`src/rtl/lv_bist_pkg.sv`:
```
// Shared types and timeout constants for the low-voltage BIST sequencer.
package lv_bist_pkg;

  typedef enum logic [1:0] {
    StIdle  = 2'b00,
    StAbist = 2'b01,
    StLbist = 2'b10,
    StDone  = 2'b11
  } state_e;

  typedef enum logic [1:0] {
    FailNone = 2'b00,
    FailAna  = 2'b01,
    FailLog  = 2'b10,
    FailTmo  = 2'b11
  } fail_code_e;

  localparam int unsigned ClkMDefault       = 48;
  localparam int unsigned AbistTmoUsDefault = 80;
  localparam int unsigned LbistTmoUsDefault = 500;

  function automatic int unsigned tmo_cycles(input int unsigned tmo_us, input int unsigned clk_m);
    return tmo_us * clk_m;
  endfunction

  function automatic int unsigned max_u(input int unsigned a, input int unsigned b);
    return (a > b) ? a : b;
  endfunction

  localparam int unsigned AbistTmoCyc = tmo_cycles(AbistTmoUsDefault, ClkMDefault);
  localparam int unsigned LbistTmoCyc = tmo_cycles(LbistTmoUsDefault, ClkMDefault);

endpackage

```
`src/rtl/lv_bist_seq_if.sv`:
```
// Handshake bundle between the BIST sequencer, the analog-BIST stage and the logic-BIST engine.
interface lv_bist_seq_if;

  logic       i_bist_req;
  logic       i_bist_abort;
  logic       i_lv_abist_fail;
  logic       i_lbist_en;
  logic       i_lbist_done;
  logic       i_lbist_fail;
  logic       o_bist_en;
  logic       o_lbist_start;
  logic       o_bist_busy;
  logic       o_bist_done;
  logic       o_bist_fail;
  logic [1:0] o_fail_code;

  modport master (
    output i_bist_req, i_bist_abort, i_lv_abist_fail, i_lbist_en, i_lbist_done, i_lbist_fail,
    input  o_bist_en, o_lbist_start, o_bist_busy, o_bist_done, o_bist_fail, o_fail_code
  );

  modport slave (
    input  i_bist_req, i_bist_abort, i_lv_abist_fail, i_lbist_en, i_lbist_done, i_lbist_fail,
    output o_bist_en, o_lbist_start, o_bist_busy, o_bist_done, o_bist_fail, o_fail_code
  );

endinterface

```
`src/rtl/lv_bist_tmo_cnt.sv`:
```
// Phase timeout counter: synchronous clear, count enable, saturating, terminal-count compare.
module lv_bist_tmo_cnt #(
  parameter int unsigned Width = 8
) (
  input  logic             i_clk,
  input  logic             i_rst_n,
  input  logic             i_clr,
  input  logic             i_en,
  input  logic [Width-1:0] i_limit,
  output logic [Width-1:0] o_cnt,
  output logic             o_tc
);

  localparam logic [Width-1:0] CntMax = '1;

  logic [Width-1:0] cnt_d, cnt_q;

  always_comb begin
    cnt_d = cnt_q;
    if (i_clr) begin
      cnt_d = '0;
    end else if (i_en && (cnt_q != CntMax)) begin
      cnt_d = cnt_q + 1'b1;
    end
  end

  always_ff @(posedge i_clk or negedge i_rst_n) begin
    if (!i_rst_n) begin
      cnt_q <= '0;
    end else begin
      cnt_q <= cnt_d;
    end
  end

  assign o_cnt = cnt_q;
  assign o_tc  = (cnt_q == i_limit);

endmodule

```
`src/rtl/lv_bist_seq.sv`:
```
// BIST run sequencer: analog BIST, then logic BIST, each guarded by a timeout; sticky result code.
module lv_bist_seq
  import lv_bist_pkg::*;
#(
  parameter int unsigned CLK_M        = ClkMDefault,
  parameter int unsigned ABIST_TMO_US = AbistTmoUsDefault,
  parameter int unsigned LBIST_TMO_US = LbistTmoUsDefault
) (
  input  logic          i_clk,
  input  logic          i_rst_n,
  lv_bist_seq_if.slave  bus
);

  localparam int unsigned AbistCyc = tmo_cycles(ABIST_TMO_US, CLK_M);
  localparam int unsigned LbistCyc = tmo_cycles(LBIST_TMO_US, CLK_M);
  localparam int unsigned CntW     = $clog2(max_u(AbistCyc, LbistCyc) + 1);

  localparam logic [CntW-1:0] AbistLimit = CntW'(AbistCyc - 1);
  localparam logic [CntW-1:0] LbistLimit = CntW'(LbistCyc - 1);

  state_e     state_d, state_q;
  fail_code_e code_d, code_q, end_code;
  logic       req_q, req_rise;
  logic       bist_en_d, bist_en_q;
  logic       lbist_start_d, lbist_start_q;
  logic       busy_d, busy_q;
  logic       done_d, done_q;
  logic       fail_d, fail_q;
  logic       end_run, abort_run;
  logic       cnt_clr, cnt_en, cnt_tc;
  logic [CntW-1:0] cnt_limit, cnt_val;

  assign req_rise = bus.i_bist_req & ~req_q;

  always_comb begin
    state_d       = state_q;
    bist_en_d     = bist_en_q;
    lbist_start_d = 1'b0;
    busy_d        = busy_q;
    done_d        = 1'b0;
    code_d        = code_q;
    end_run       = 1'b0;
    abort_run     = 1'b0;
    end_code      = FailNone;

    unique case (state_q)
      StIdle: begin
        if (req_rise) begin
          state_d   = StAbist;
          bist_en_d = 1'b1;
          busy_d    = 1'b1;
          code_d    = FailNone;
        end
      end
      StAbist: begin
        if (bus.i_bist_abort) begin
          abort_run = 1'b1;
        end else if (bus.i_lv_abist_fail) begin
          end_run  = 1'b1;
          end_code = FailAna;
        end else if (bus.i_lbist_en) begin
          state_d       = StLbist;
          bist_en_d     = 1'b0;
          lbist_start_d = 1'b1;
        end else if (cnt_tc) begin
          end_run  = 1'b1;
          end_code = FailTmo;
        end
      end
      StLbist: begin
        // A done seen during the start-pulse cycle belongs to a previous run.
        if (bus.i_bist_abort) begin
          abort_run = 1'b1;
        end else if (bus.i_lbist_done && !lbist_start_q) begin
          end_run  = 1'b1;
          end_code = bus.i_lbist_fail ? FailLog : FailNone;
        end else if (cnt_tc) begin
          end_run  = 1'b1;
          end_code = FailTmo;
        end
      end
      StDone: begin
        state_d = StIdle;
      end
      default: begin
        state_d = StIdle;
      end
    endcase

    if (end_run) begin
      state_d   = StDone;
      bist_en_d = 1'b0;
      busy_d    = 1'b0;
      done_d    = 1'b1;
      code_d    = end_code;
    end else if (abort_run) begin
      state_d   = StIdle;
      bist_en_d = 1'b0;
      busy_d    = 1'b0;
      code_d    = FailTmo;
    end

    fail_d = (code_d != FailNone);
  end

  always_ff @(posedge i_clk or negedge i_rst_n) begin
    if (!i_rst_n) begin
      state_q       <= StIdle;
      req_q         <= 1'b0;
      bist_en_q     <= 1'b0;
      lbist_start_q <= 1'b0;
      busy_q        <= 1'b0;
      done_q        <= 1'b0;
      fail_q        <= 1'b0;
      code_q        <= FailNone;
    end else begin
      state_q       <= state_d;
      req_q         <= bus.i_bist_req;
      bist_en_q     <= bist_en_d;
      lbist_start_q <= lbist_start_d;
      busy_q        <= busy_d;
      done_q        <= done_d;
      fail_q        <= fail_d;
      code_q        <= code_d;
    end
  end

  // Every state change restarts the count so each phase starts from zero.
  assign cnt_clr   = (state_d != state_q);
  assign cnt_en    = (state_q == StAbist) || (state_q == StLbist);
  assign cnt_limit = (state_q == StLbist) ? LbistLimit : AbistLimit;

  lv_bist_tmo_cnt #(
    .Width (CntW)
  ) u_tmo_cnt (
    .i_clk   (i_clk),
    .i_rst_n (i_rst_n),
    .i_clr   (cnt_clr),
    .i_en    (cnt_en),
    .i_limit (cnt_limit),
    .o_cnt   (cnt_val),
    .o_tc    (cnt_tc)
  );

  assign bus.o_bist_en     = bist_en_q;
  assign bus.o_lbist_start = lbist_start_q;
  assign bus.o_bist_busy   = busy_q;
  assign bus.o_bist_done   = done_q;
  assign bus.o_bist_fail   = fail_q;
  assign bus.o_fail_code   = code_q;

endmodule
```
`src/flat_wrapper.sv`:
```
// flat-port wrapper written by rule: the top's interface ports become plain ports
module lv_bist_seq_flat import lv_bist_pkg::*;
#(
  parameter int unsigned CLK_M        = ClkMDefault,
  parameter int unsigned ABIST_TMO_US = AbistTmoUsDefault,
  parameter int unsigned LBIST_TMO_US = LbistTmoUsDefault
)
  (i_clk, i_rst_n, bus_i_bist_req, bus_i_bist_abort, bus_i_lv_abist_fail, bus_i_lbist_en, bus_i_lbist_done, bus_i_lbist_fail, bus_o_bist_en, bus_o_lbist_start, bus_o_bist_busy, bus_o_bist_done, bus_o_bist_fail, bus_o_fail_code);
  lv_bist_seq_if bus_i ();
  input  logic i_clk;
  input  logic i_rst_n;
  input wire logic [$bits(bus_i.i_bist_req)-1:0] bus_i_bist_req;
  input wire logic [$bits(bus_i.i_bist_abort)-1:0] bus_i_bist_abort;
  input wire logic [$bits(bus_i.i_lv_abist_fail)-1:0] bus_i_lv_abist_fail;
  input wire logic [$bits(bus_i.i_lbist_en)-1:0] bus_i_lbist_en;
  input wire logic [$bits(bus_i.i_lbist_done)-1:0] bus_i_lbist_done;
  input wire logic [$bits(bus_i.i_lbist_fail)-1:0] bus_i_lbist_fail;
  output wire logic [$bits(bus_i.o_bist_en)-1:0] bus_o_bist_en;
  output wire logic [$bits(bus_i.o_lbist_start)-1:0] bus_o_lbist_start;
  output wire logic [$bits(bus_i.o_bist_busy)-1:0] bus_o_bist_busy;
  output wire logic [$bits(bus_i.o_bist_done)-1:0] bus_o_bist_done;
  output wire logic [$bits(bus_i.o_bist_fail)-1:0] bus_o_bist_fail;
  output wire logic [$bits(bus_i.o_fail_code)-1:0] bus_o_fail_code;
  assign bus_i.i_bist_req = bus_i_bist_req;
  assign bus_i.i_bist_abort = bus_i_bist_abort;
  assign bus_i.i_lv_abist_fail = bus_i_lv_abist_fail;
  assign bus_i.i_lbist_en = bus_i_lbist_en;
  assign bus_i.i_lbist_done = bus_i_lbist_done;
  assign bus_i.i_lbist_fail = bus_i_lbist_fail;
  assign bus_o_bist_en = bus_i.o_bist_en;
  assign bus_o_lbist_start = bus_i.o_lbist_start;
  assign bus_o_bist_busy = bus_i.o_bist_busy;
  assign bus_o_bist_done = bus_i.o_bist_done;
  assign bus_o_bist_fail = bus_i.o_bist_fail;
  assign bus_o_fail_code = bus_i.o_fail_code;
  lv_bist_seq #(.CLK_M(CLK_M), .ABIST_TMO_US(ABIST_TMO_US), .LBIST_TMO_US(LBIST_TMO_US)) u_core (.i_clk(i_clk), .i_rst_n(i_rst_n), .bus(bus_i));
endmodule
```
`config.mk`:
```
export PLATFORM = sky130hd
export DESIGN_NAME = lv_bist_seq_flat
export DESIGN_NICKNAME = d
export VERILOG_FILES = /design/src/rtl/lv_bist_pkg.sv /design/src/rtl/lv_bist_seq_if.sv /design/src/rtl/lv_bist_tmo_cnt.sv /design/src/rtl/lv_bist_seq.sv /design/src/flat_wrapper.sv
export SDC_FILE = /design/constraint.sdc
export NUM_CORES = 1
export LEC_CHECK = 0
export ABC_AREA = 1
export ABC_CLOCK_PERIOD_IN_PS = 2750
export CORE_MARGIN = 4
export CORE_UTILIZATION = 38
export DETAILED_ROUTE_END_ITERATION = 7
export GPL_ROUTABILITY_DRIVEN = 0
export PLACE_DENSITY = 0.67
export SLEW_MARGIN = 20
export SYNTH_ARGS = -nofsm -noshare
export SYNTH_HDL_FRONTEND = slang
export SYNTH_SLANG_ARGS = --single-unit
```
`constraint.sdc`:
```
create_clock -name i_clk -period 2.75 [get_ports i_clk]
set_input_delay 0.6875 -clock i_clk [delete_from_list [all_inputs] [get_ports i_clk]]
set_output_delay 0.6875 -clock i_clk [all_outputs]
set_load 0.02 [all_outputs]
```
* Word-level counts from Yosys, hierarchy flattened
Index checks and enable logic that the tools add are counted.
** Cells by class
- Bitwise gates (word level) :: 2
- Muxes and demuxes :: 46
- Reductions and logical operators :: 13
- Equality and inequality tests :: 10
- Add/sub/neg operators :: 1
** Operator list (number)
- 2-to-1 mux 15 bit :: 3
- 2-to-1 mux 2 bit :: 17
- 2-to-1 mux 1 bit :: 22
- adder 15 x 1 -> 15 bit, second input constant :: 1
- == test 15 bit :: 1
- inequality test 15 bit, second input constant :: 1
- inequality test 4 x 2 -> 1 bit, second input constant :: 3
- case mux 2 bit (3 select lines) :: 1
- nonzero test 3 bit :: 2
- AND reduction 5 bit :: 1
- == test 2 bit, second input constant :: 2
- inequality test 4 x 1 -> 1 bit, second input constant :: 1
- case mux 1 bit (2 select lines) :: 2
- case mux 2 bit (2 select lines) :: 1
- nonzero test 2 bit :: 2
- nonzero test 4 bit :: 1
- == test 2 x 1 -> 1 bit, second input constant :: 1
- logical AND 1 bit :: 2
- logical NOT 2 bit :: 1
- inequality test 2 bit :: 1
- AND reduction 2 bit :: 1
- OR reduction 2 bit :: 1
- AND 1 bit :: 1
- logical NOT 1 bit :: 1
- 2 further kinds :: 2
** Storage, ports and cells
- Logic and storage cells :: 81
- Output and inout bits :: 7
- Bits in registers :: 25

* Depth between registers and ports, before layout
Gate-level depths: netlist of the first run.
- Depth in word-level cells :: 11
- Gate-level depth with buffers :: 19
- Gate-level depth less buffers :: 18

* Hierarchy
From an unflattened synthesis of the first run, not the netlist that was laid out.
** Second synthesis, totals
- Cell total of the unflattened synthesis :: 261
- Area total of the unflattened synthesis :: 1818.0 um^2
** By module, submodules not included
- lv_bist_tmo_cnt :: cells each 168, area each 1164.9 um^2, seq. area each 375.4 um^2, times used 1
- lv_bist_seq :: cells each 93, area each 653.1 um^2, seq. area each 250.2 um^2, times used 1

* Least setup slack after synthesis of the first run
Ideal clock, no wire load.
- Kind :: reg-to-reg
- Start point :: register u_core.state_q[0]
- End point :: register u_core.u_tmo_cnt.cnt_q[5] (netlist: u_core.u_tmo_cnt.o_cnt[5])
- Setup time :: 0.122 ns
- Arrival :: 1.854 ns
- Slack :: 0.774 ns
- Clock period less this slack :: 1.976 ns
- Stages on the path, launching flop included :: 17
- Path through :: dfrtp_1 inv_1 ha_1 nor2_1 nor2_1 nand2_1 a21oi_2 nand2_2 nand2_2 nand2_2 nand2_2 nand2_4 nand3_1 nand2_2 nand2_4 buf_6 nor2_2
** On the way
- Cells in the longest elaborated chain, start to end :: 11
- Elaborated cells between the ends (all ways) :: 27
- Those cells by class :: eq/ne (5); mux (17); reduce/logical (5)
** RTL lines
- start: declaration :: line lv_bist_seq.sv:21 : state_e state_d, state_q;
- start signal: assignment :: line lv_bist_seq.sv:108 : state_q <= StIdle;
- start signal: assignment :: line lv_bist_seq.sv:117 : state_q <= state_d;
- == test 2 bit :: line lv_bist_seq.sv:46, lv_bist_seq.sv:130, lv_bist_seq.sv:131
- 2-to-1 mux 15 bit :: line lv_bist_seq.sv:131 : assign cnt_limit = (state_q == StLbist) ? LbistLimit : AbistLimit;
- == test 15 bit :: line lv_bist_tmo_cnt.sv:36 : assign o_tc = (cnt_q == i_limit);
- 2-to-1 mux 1 bit :: line lv_bist_seq.sv:65, lv_bist_seq.sv:77
- 2-to-1 mux 1 bit :: line lv_bist_seq.sv:61 : end else if (bus.i_lbist_en) begin
- 2-to-1 mux 1 bit :: line lv_bist_seq.sv:58 : end else if (bus.i_lv_abist_fail) begin
- 2-to-1 mux 1 bit :: line lv_bist_seq.sv:56 : if (bus.i_bist_abort) begin
- case mux 1 bit (2 select lines) :: line lv_bist_seq.sv:46 : unique case (state_q)
- 2-to-1 mux 2 bit :: line lv_bist_seq.sv:90 : if (end_run) begin
- inequality test 2 bit :: line lv_bist_seq.sv:129 : assign cnt_clr = (state_d != state_q);
- 2-to-1 mux 15 bit / nonzero test 2 bit (equally long branches)
- end signal: assignment :: line lv_bist_tmo_cnt.sv:31 : cnt_q <= cnt_d;
- end: declaration :: line lv_bist_tmo_cnt.sv:16 : logic [Width-1:0] cnt_d, cnt_q;
Parallel ways exist; a longest one is shown, timed or not.
A chain may end at the register's enable or synchronous reset.

* Worst setup path after layout of the first run
- Start point :: register u_core.state_q[0]
- End point :: register u_core.u_tmo_cnt.cnt_q[0] (netlist: u_core.u_tmo_cnt.o_cnt[0])
** On the way
- Cells in the longest elaborated chain, start to end :: 11
- Elaborated cells between the ends (all ways) :: 27
- Those cells by class :: eq/ne (5); mux (17); reduce/logical (5)
** RTL lines (line)
- == test 2 bit :: lv_bist_seq.sv:46, lv_bist_seq.sv:131
- 2-to-1 mux 15 bit :: lv_bist_seq.sv:131
- == test 15 bit :: lv_bist_tmo_cnt.sv:36
- 2-to-1 mux 1 bit :: lv_bist_seq.sv:65, lv_bist_seq.sv:77
- 2-to-1 mux 1 bit :: lv_bist_seq.sv:61
- 2-to-1 mux 1 bit :: lv_bist_seq.sv:58
- 2-to-1 mux 1 bit :: lv_bist_seq.sv:56
- case mux 1 bit (2 select lines) :: lv_bist_seq.sv:46
- 2-to-1 mux 2 bit (*) :: lv_bist_seq.sv:90
- via u_core.state_d[1] :: lv_bist_seq.sv:21
- inequality test 2 bit (*) :: lv_bist_seq.sv:129
- 2-to-1 mux 15 bit / nonzero test 2 bit (equally long branches)
The timed path passes the listed nets; every way through them passes the cells marked *.

==> results of run 1 <==
[state kept, by name, indices dropped and copies added, names as in the netlist]
name	count
u_core.state_q	2
u_core.bus.o_bist_fail	1
u_core.bus.o_bist_busy	1
u_core.bus.o_lbist_start	1
u_core.req_q	1
u_core.bus.o_bist_done	1
u_core.bus.o_bist_en	1
u_core.bus.o_fail_code	2
u_core.u_tmo_cnt.o_cnt	15
[cell type report]
class                           count  area [sq um]
Clock buffer                        3          41.3
Clock inverter                      1          5.00
Fill cell                         372          1990
Inverter                           34           128
Multi-Input combinational cell    142           766
Sequential cell                    25           626
Tap cell                           48          60.1
Timing Repair Buffer               16           155
[stage by stage]
stage	instances	util (%)	hold slack, ns	power, mW	instance area [sq um]
finish	269	47.2	0.519	1.46	1780
global placement	265	46.0	0.502	1.23	1730
detailed placement	265	46.0	0.508	1.24	1730
floorplan	202	-	0.392	1.05	1530
CTS	269	47.2	0.523	1.47	1780
global route	269	47.2	0.551	1.58	1780
[cells by family after synthesis]
group	synth area share (%)
AO/OA/AOI/OAI	8.01
buffers and inverters	9.08
XOR/XNOR	5.15
adder cells (fa/ha/maj)	4.09
flip-flops	40.9
AND/OR/NAND/NOR	32.8
[worst max path at each step]
| stage | start | end | slack, ns |
|---|---|---|---|
| 2_1_floorplan | u_core.state_q[0] | u_core.u_tmo_cnt.o_cnt[5] | 0.77 |
| 3_3_place_gp | bus_i_bist_abort | u_core.u_tmo_cnt.o_cnt[1] | 0.27 |
| 3_5_place_dp | bus_i_bist_abort | u_core.u_tmo_cnt.o_cnt[0] | 0.21 |
| 4_1_cts | u_core.state_q[0] | u_core.u_tmo_cnt.o_cnt[0] | 0.45 |
| 5_1_grt | u_core.state_q[0] | u_core.u_tmo_cnt.o_cnt[0] | 0.20 |
| 6_report | u_core.state_q[0] | u_core.u_tmo_cnt.o_cnt[0] | 0.49 |
[power by group through the flow]
stage               combinational, mW  clock, mW  sequential (mW)
floorplan                       0.525          0            0.521
global placement                0.757          0            0.476
detailed placement              0.766          0            0.478
CTS                             0.768      0.233            0.471
global route                    0.848      0.249            0.480
finish                          0.760      0.229            0.471
[synthesized netlist by cell type, types with 2 or more instances]
cell | n | share of area, %
nor2_2 | 9 | 3.7
xor2_1 | 8 | 4.6
a21oi_2 | 2 | 1.1
nand4_1 | 4 | 1.6
inv_1 | 33 | 8.1
ha_1 | 5 | 4.1
nand3_1 | 12 | 3.9
o21ai_0 | 13 | 4.3
nor2_1 | 28 | 6.9
dfrtp_1 | 25 | 41
nand2_1 | 38 | 9.3
nand2_2 | 10 | 4.1
a21oi_1 | 2 | 0.65
nand2_4 | 2 | 1.5
nor3_1 | 2 | 0.65
[worst max-delay path: stages (launching register included)]
cell and delay (ns):
dfrtp_1 0.43, inv_1 0.15, ha_1 0.33, nand2_1 0.08, inv_1 0.06, nand2_1 0.08, a21oi_2 0.15, nand2_2 0.08
nand2_2 0.06, nand2_2 0.05, nand2_2 0.10, nand2_4 0.09, nand2_2 0.10, nand2_2 0.06, nand2_2 0.07, nand2_4 0.15
nor2_1 0.14
[layer usage]
metal / share of wire, % / global-route usage, % / wire length (um)
met5: 0 / 0 / 0
met4: 2.1 / 6.26 / 63
met3: 3.2 / 2.81 / 96
met2: 42 / 18.6 / 1250
met1: 53 / 18.5 / 1560
==> results_dict.tcl, run 1 <==
set metrics [dict create \
    run_status "completed" \
    placeableCoreArea_sq_um 3770 \
    power.ir.vdd_worst_mv 0.341 \
    grt_pass1_vias 1205 \
    synth_nets 215 \
    synth_cell_area_sq_um 1530 \
    grt_first_pass_wirelength_mm 5.30 \
    maxCapViolations 0 \
    viasPerCell 4.64 \
    globalRouteOverflowTotal 0 \
    yosysUniqueCellTypes 24 \
    overall_die_area_sq_um 5110 \
    async_set_or_reset_register_ratio_after_synthesis_pct 100 \
    unrepaired_setup_endpoints_after_global_routing "no" \
    worstHoldStart "u_core.bus.o_bist_en" \
    postLayoutSetupSlackWorst_ns 0.485 \
    row_count 22 \
    route.detailed.drc 0 \
    synthFlopType "dfrtp_1" \
    grt_antenna_before_repair 0 \
    cts_sinks 25 \
    regToRegStartpoint "u_core.state_q[0]" \
    number_of_synthesized_flops_with_an_enable_pin 0 \
    worst_margin_slew_ns 0.555 \
    synth_seq_cells 25 \
    via_count 1249 \
    final_antenna_diode_count 0 \
    worst_reg_to_reg_setup_slack_ns 0.49 \
    finalHoldViolations 0 \
    syn_to_final_growth_pct 16.4 \
    clock_insertion_delay_worst_skew_ns 0.28 \
    ctsResizeCount 0 \
    routedWlPerCell_um 11.0 \
    post_cts.repair.setup_buffers 0 \
    timing.slew.headroom_pct 62.8 \
    fmaxAchievable_mhz 442 \
    detailedPlacementHpwl_mm 2.24 \
    timing.setup.tns_ns 0 \
    critical_path_arrival_ns 2.47 \
    total_internal_power_mw 0.791 \
    synth.yosys.seq_area_share_pct 40.9 \
    pre_cts_slack_ns 0.213 \
    io_buffers 14 \
    timing.reg2reg.worst_path_depth 16 \
    avg_inst_size_synth_sq_um 7.58 \
    floorplan.initialDensity_pct 40.6 \
    hold-path-cell-count 2 \
    drt-pass1-iter-count 4 \
    ctsLongestPathBuffers 2 \
    tritoncts_clock_tree "built" \
    crit_required_ns 2.96 \
    power.share.clock_pct 15.7 \
    period_share_pct 82.4 \
    die_height_um 71.5 \
    synth.yosys.warnings 0 \
    worstSetupPathType "register to register" \
    cellPowerDensity_nw_per_um2 820 \
    cts_root_buffer "clkbuf_8" \
    worst_clock_skew_ns 0.00692 \
    layout.cells.most_common_list "nand2_1 (38), inv_1 (33), nor2_1 (28)" \
    layout_commonest_cell "nand2_1" \
    startpoint_class_of_the_critical_path "register" \
    cts-hold-fix-buffers 0 \
    worst_hold_path_type "register to register" \
    ant_nets 0 \
    synth_cells 202 \
    pin_count_of_the_biggest_net_entering_global_routing 26 \
    layout_cell_share_with_drive_strength_beyond_1_pct 14.0 \
    share_comb_of_total_power_pct 52.0 \
    final-setup-viol-count 0 \
    grt.total_usage_pct 13.0 \
    h-tree-depth 1 \
    power.leakage_nw 0.840 \
    power.sequential.fraction_pct 32.3 \
    reg2reg_to "u_core.u_tmo_cnt.o_cnt[0]" \
    timing.hold.worst_endpoint "u_core.bus.o_bist_en" \
    clock_slew_seen_by_the_registers_of_the_worst_setup_and_hold_paths_ns 0.10 \
    netSwitchingPower_mw 0.669 \
    first_iter_violations 54 \
    switching_share_pct 45.8 \
    io_pins 15 \
    route.final.wire_length_mm 2.97 \
    fin_nets 235 \
    cts_made_buffers 3 \
    fp.dieW_um 71.5 \
    final.min_clock_period_ns 2.26 \
    finalMaxSlewViolations 0 \
    end_kind "register" \
    critPathMaxFanout 15 \
]
Note: power is estimated with default switching activity, not from simulation.
==> inputs of run 2 (changes only) <==
--- a/config.mk
+++ b/config.mk
@@ -6,12 +6,12 @@
 export NUM_CORES = 1
 export LEC_CHECK = 0
 export ABC_AREA = 1
-export ABC_CLOCK_PERIOD_IN_PS = 2750
+export ABC_CLOCK_PERIOD_IN_PS = 1990
 export CORE_MARGIN = 4
 export CORE_UTILIZATION = 38
 export DETAILED_ROUTE_END_ITERATION = 7
 export GPL_ROUTABILITY_DRIVEN = 0
-export PLACE_DENSITY = 0.67
+export PLACE_DENSITY = 0.69
 export SLEW_MARGIN = 20
 export SYNTH_ARGS = -nofsm -noshare
 export SYNTH_HDL_FRONTEND = slang
==> constraint.sdc (replaced) <==
create_clock -name i_clk -period 1.99 [get_ports i_clk]
set_input_delay 0.4975 -clock i_clk [delete_from_list [all_inputs] [get_ports i_clk]]
set_output_delay 0.4975 -clock i_clk [all_outputs]
set_load 0.02 [all_outputs]
==> run 2 against run 1 <==
Critical path depth shrank 3. Non-clock buffer count grew 25. Cell area rose by 17%. Clock-buffer cell count grew 1. Via count increased by 15%. Largest cell class unchanged. Critical path type unchanged. Total power up 75%. Utilization rose by 8.0 points. Register-to-register slack got worse by 0.45 ns.
==> results_dict.tcl, run 2 (synthesis results as in run 1) <==
set metrics [dict create \
    grt_first_pass_wirelength_mm 5.42 \
    cts_made_buffers 3 \
    layout_cell_share_with_drive_strength_beyond_1_pct 29.1 \
    ctsLongestPathBuffers 2 \
    netSwitchingPower_mw 1.17 \
    grt_antenna_before_repair 0 \
    cts-hold-fix-buffers 0 \
    postLayoutSetupSlackWorst_ns 0.0332 \
    via_count 1435 \
    total_internal_power_mw 1.39 \
    fp.dieW_um 71.5 \
    final-setup-viol-count 0 \
    placeableCoreArea_sq_um 3770 \
    final_antenna_diode_count 0 \
    viasPerCell 4.86 \
    overall_die_area_sq_um 5110 \
    worst_hold_path_type "register to register" \
    clock_insertion_delay_worst_skew_ns 0.27 \
    globalRouteOverflowTotal 0 \
    finalHoldViolations 0 \
    maxCapViolations 0 \
    timing.setup.tns_ns 0 \
    share_comb_of_total_power_pct 62.2 \
    pre_cts_slack_ns -0.295 \
    route.detailed.drc 0 \
    worst_reg_to_reg_setup_slack_ns 0.03 \
    power.sequential.fraction_pct 25.7 \
    clock_slew_seen_by_the_registers_of_the_worst_setup_and_hold_paths_ns 0.09 \
    power.leakage_nw 0.992 \
    layout_commonest_cell "nand2_1" \
    worstSetupPathType "register to register" \
    cellPowerDensity_nw_per_um2 1220 \
    switching_share_pct 45.7 \
    cp_cell_sequence "inv_2 > ha_1 > inv_1 > nor2_2 > nand2_1 > nor2_2 > inv_1 > o21ai_1 > nand3_2 > nand3_1 > nand2_4 > nand2_8 > nor2_1" \
    fin_nets 261 \
    row_count 22 \
    drt-pass1-iter-count 4 \
    syn_to_final_growth_pct 36.1 \
    critical_path_arrival_ns 2.12 \
    power.share.clock_pct 12.2 \
    critical_path.n_buffers_inverters 3 \
    finalCoreUtilization_pct 55.2 \
    power.ir.vdd_worst_mv 0.710 \
    floorplan.initialDensity_pct 40.6 \
    grt_pass1_vias 1248 \
    first_iter_violations 37 \
    worst_path_largest_cell_delay_ns 0.45 \
    critPathMaxFanout 8 \
    die_height_um 71.5 \
    routedWlPerCell_um 11.7 \
    unrepaired_setup_endpoints_after_global_routing "yes" \
    worst_clock_skew_ns 0.00302 \
    cts_root_buffer "clkbuf_8" \
    route.final.wire_length_mm 3.44 \
    io_pins 15 \
    ant_nets 0 \
    crit_path_leading_delay_family "simple AND/OR/NAND/NOR gates" \
    period_share_pct 98.3 \
    h-tree-depth 1 \
    detailedPlacementHpwl_mm 2.43 \
    pin_count_of_the_biggest_net_entering_global_routing 26 \
    io_buffers 14 \
    worst_margin_slew_ns 0.396 \
    end_kind "register" \
    tritoncts_clock_tree "built" \
    timing.slew.headroom_pct 73.4 \
    run_status "completed" \
    layout.cells.most_common_list "nand2_1 (35), inv_1 (31), buf_4 (27)" \
    grt.total_usage_pct 13.0 \
    finalMaxSlewViolations 0 \
    startpoint_class_of_the_critical_path "register" \
    crit_slowest_cell "dfrtp_2" \
    cts_sinks 25 \
    final.min_clock_period_ns 1.96 \
    final_design_area_no_fill_sq_um 2080 \
    crit_required_ns 2.16 \
    fmaxAchievable_mhz 511 \
    largest_register_ff_count 15 \
    post_dp_cell_area_sq_um 1900 \
]
-- run 2: cell count changes in the layout (fill, tap and decap cells not counted), moves of 3 or more --
| cell | change |
|---|---|
| nand2_2 | -3 |
| nor2_1 | -5 |
| buf_4 | +25 |
| nor2_2 | +4 |
| nand3_2 | +3 |
| nand2_4 | +5 |
| nand3_1 | -3 |
| nand2_1 | -3 |
-- run 2: timing repair --
| action | 4_1_cts | 5_1_grt |
|---|---|---|
| setup endpoints to repair | 16 | 20 |
| setup buffers | 0 | 3 |
| gates resized for setup | 5 | 23 |
| hold endpoints to repair | 0 | 0 |
| gates cloned | 0 | 1 |
| pin swaps | 0 | 8 |
-- run 2: area by class of cell --
cell class / count / area [sq um]
well taps: 48 / 60.1
repair buffers: 41 / 343
multi-input cells: 143 / 881
clock buffers: 4 / 45.0
flip-flops and latches: 25 / 627
fillers: 338 / 1690
inverters: 34 / 128
-- run 2: path summary, 6_finish.rpt --
kind	endpoint	startpoint	cells after the start
hold reg to reg	u_core.bus.o_bist_en	u_core.bus.o_bist_en	2
max in group asynchronous	u_core.state_q[1]	i_rst_n	2
min in group asynchronous	u_core.u_tmo_cnt.o_cnt[14]	i_rst_n	2
setup / recovery	u_core.u_tmo_cnt.o_cnt[13]	u_core.state_q[1]	13
setup reg to reg	u_core.u_tmo_cnt.o_cnt[13]	u_core.state_q[1]	13
hold / removal	u_core.bus.o_bist_en	u_core.bus.o_bist_en	2
-- run 2: layer usage --
metal,global-route usage [%],part of all wire [%]
met3,1.26,4.1
met4,5.01,1.7
met5,0,0
met2,20.0,47
met1,18.7,47
-- run 2: per-stage QoR --
step / hold slack, ns / total power, mW / cells
floorplan: 0.202 / 1.45 / 202
global placement: 0.503 / 1.88 / 287
detailed placement: 0.503 / 1.90 / 287
CTS: 0.517 / 2.28 / 291
global route: 0.561 / 2.73 / 295
finish: 0.524 / 2.55 / 295
-- run 2: power groups by stage --
stage / sequential (mW) / combinational (mW) / clock [mW]
floorplan: 0.720 / 0.725 / 0
global placement: 0.653 / 1.22 / 0
detailed placement: 0.658 / 1.24 / 0
CTS: 0.652 / 1.31 / 0.318
global route: 0.669 / 1.73 / 0.335
finish: 0.655 / 1.59 / 0.311
-- run 2: worst register-to-register path: stages, from the launching register on --
cell,delay (ns)
dfrtp_2,0.45
inv_2,0.09
ha_1,0.14
inv_1,0.07
nor2_2,0.11
nand2_1,0.09
nor2_2,0.11
inv_1,0.06
o21ai_1,0.14
nand3_2,0.13
nand3_1,0.16
nand2_4,0.12
nand2_8,0.13
nor2_1,0.05
==> inputs of run 3 (changes only) <==
--- a/config.mk
+++ b/config.mk
@@ -16,3 +16,4 @@
 export SYNTH_ARGS = -nofsm -noshare
 export SYNTH_HDL_FRONTEND = slang
 export SYNTH_SLANG_ARGS = --single-unit
+export TNS_END_PERCENT = 50
==> run 3 against run 2 <==
First-iteration DRC count is 8.1% higher. Routed wire length is 0.29% lower. Sequential share of layout area is 0.073 points higher. Setup slack better by 0.0011 ns. Sequential power hardly changed. Total power hardly changed. Global-route usage stayed put. Combinational power hardly changed. Clock power hardly changed.
==> results_dict.tcl, run 3 (synthesis results as in run 1) <==
set metrics [dict create \
    run_status "completed" \
    final_design_area_no_fill_sq_um 2080 \
    postLayoutSetupSlackWorst_ns 0.0343 \
    crit_required_ns 2.15 \
    final.min_clock_period_ns 1.96 \
    ctsLongestPathBuffers 2 \
    globalRouteMet3Util_pct 1.26 \
    timing.reg2reg.worst_path_depth 10 \
    finalHoldViolations 0 \
    groute.layer.met2.usage_pct 20.0 \
    end_kind "register" \
    row_count 22 \
    worstHoldStart "u_core.bus.o_bist_en" \
    pin_count_of_the_biggest_net_entering_global_routing 26 \
    io_buffers 14 \
    worstSetupPathType "register to register" \
    cts-hold-fix-buffers 0 \
    cts_sinks 25 \
    layout_commonest_cell "nand2_1" \
    placeableCoreArea_sq_um 3770 \
    reg2reg_to "u_core.u_tmo_cnt.o_cnt[4]" \
    grt_antenna_before_repair 0 \
    timing.hold.ws_ns 0.524 \
    regToRegStartpoint "u_core.state_q[0]" \
    grt_pass1_vias 1248 \
    pre_cts_slack_ns -0.295 \
    grt.total_usage_pct 13.0 \
    cts_made_buffers 3 \
    globalRouteOverflowTotal 0 \
    largest_register_ff_count 15 \
    worst_clock_skew_ns 0.00261 \
    worst_path_largest_cell_delay_ns 0.37 \
    timing.setup.tns_ns 0 \
    fp.dieW_um 71.5 \
    worst_reg_to_reg_setup_slack_ns 0.03 \
    power.ir.vdd_worst_mv 0.708 \
    viasPerCell 4.84 \
    die_height_um 71.5 \
    finalMaxSlewViolations 0 \
    unrepaired_setup_endpoints_after_global_routing "yes" \
    timing.slew.headroom_pct 73.3 \
    fillCellCount 338 \
    hold-path-cell-count 2 \
    period_share_pct 98.3 \
    grt_first_pass_wirelength_mm 5.42 \
    fmaxAchievable_mhz 511 \
    layout.cells.most_common_list "nand2_1 (35), inv_1 (31), buf_4 (27)" \
    final-setup-viol-count 0 \
    globalRouteMet1Util_pct 18.7 \
    tritoncts_clock_tree "built" \
    critPathMaxFanout 4 \
    cts_root_buffer "clkbuf_8" \
    worst_setup_path_startpoint "u_core.state_q[0]" \
    global_route.peak_usage_layer "met2" \
    clock_slew_seen_by_the_registers_of_the_worst_setup_and_hold_paths_ns 0.09 \
    post_dp_cell_area_sq_um 1900 \
    power.leakage_nw 0.991 \
    clock_insertion_delay_worst_skew_ns 0.27 \
    cellPowerDensity_nw_per_um2 1230 \
    routedWlPerCell_um 11.6 \
    critical_path_arrival_ns 2.12 \
    crit_slowest_cell "dfrtp_1" \
    worst_hold_path_type "register to register" \
    final-instance-count-excl-fill 295 \
    via_count 1429 \
    layout_cell_share_with_drive_strength_beyond_1_pct 28.7 \
    final_antenna_diode_count 0 \
    io_pins 15 \
    startpoint_class_of_the_critical_path "register" \
    timing.hold.worst_endpoint "u_core.bus.o_bist_en" \
    route.final.wire_length_mm 3.43 \
    cp_cell_sequence "inv_2 > buf_4 > ha_1 > inv_1 > nor2_1 > nand2_1 > nor2_1 > nand2_1 > xor2_1 > nor2_4" \
    fin_nets 261 \
    syn_to_final_growth_pct 35.8 \
    overall_die_area_sq_um 5110 \
    h-tree-depth 1 \
    route.detailed.drc 0 \
    worst_margin_slew_ns 0.397 \
    first_iter_violations 40 \
    ant_nets 0 \
    maxCapViolations 0 \
    detailedPlacementHpwl_mm 2.43 \
    drt-pass1-iter-count 4 \
    dpl.cell_count 287 \
    floorplan.initialDensity_pct 40.6 \
]
-- run 3: cell counts in the layout (fill, tap and decap cells not counted) --
No cell type changed its count.
-- run 3: critical path: cells and delay by family, from the launching register on --
family	cells	cell delay [ns]
AND/OR/NAND/NOR	5	0.61
flip-flops	1	0.37
adder cells (fa/ha/maj)	1	0.36
buffers and inverters	3	0.27
XOR/XNOR	1	0.24
-- run 3: per-layer routing --
| layer | share of wire, % | routed length [um] | vias to the layer above |
|---|---|---|---|
| met5 | 0 | 0 | - |
| met1 | 48 | 1640 | 676 |
| met2 | 47 | 1620 | 26 |
| li1 | - | - | 722 |
| met4 | 1.7 | 57 | 0 |
| met3 | 2.9 | 101 | 5 |
-- run 3: what timing repair did --
action                                  4_1_cts  5_1_grt
cloned                                        0        1
pin swaps                                     0        8
buffers inserted                              0        3
endpoints found under the setup margin       16       20
resized for setup                             5       22
-- run 3: how the worst max path moves through the flow --
stage	cells after the start	end
final	10	u_core.u_tmo_cnt.o_cnt[4]
after floorplan	16	u_core.u_tmo_cnt.o_cnt[5]
after detailed placement	11	u_core.u_tmo_cnt.o_cnt[1]
after global routing	16	u_core.u_tmo_cnt.o_cnt[1]
after global placement	11	u_core.u_tmo_cnt.o_cnt[12]
after CTS	14	u_core.u_tmo_cnt.o_cnt[1]
-- run 3: power breakdown --
part	switching [mW]	internal, mW
clock network	0.170	0.144
registers	0.0554	0.599
logic	0.942	0.640
total	1.17	1.38
-- run 3: area by class of cell --
class	instances	area, sq um	area share [%]
Sequential cell	25	627	30.2
Inverter	34	128	6.14
Timing Repair Buffer	41	343	16.5
Multi-Input combinational cell	143	876	42.1
Tap cell	48	60.1	2.89
Clock buffer	4	45.0	2.17
-- run 3: per-stage QoR --
step | total power [mW] | util (%)
floorplan | 1.45 | -
global placement | 1.88 | 50.4
detailed placement | 1.90 | 50.4
CTS | 2.28 | 52.2
global route | 2.73 | 55.1
finish | 2.55 | 55.1
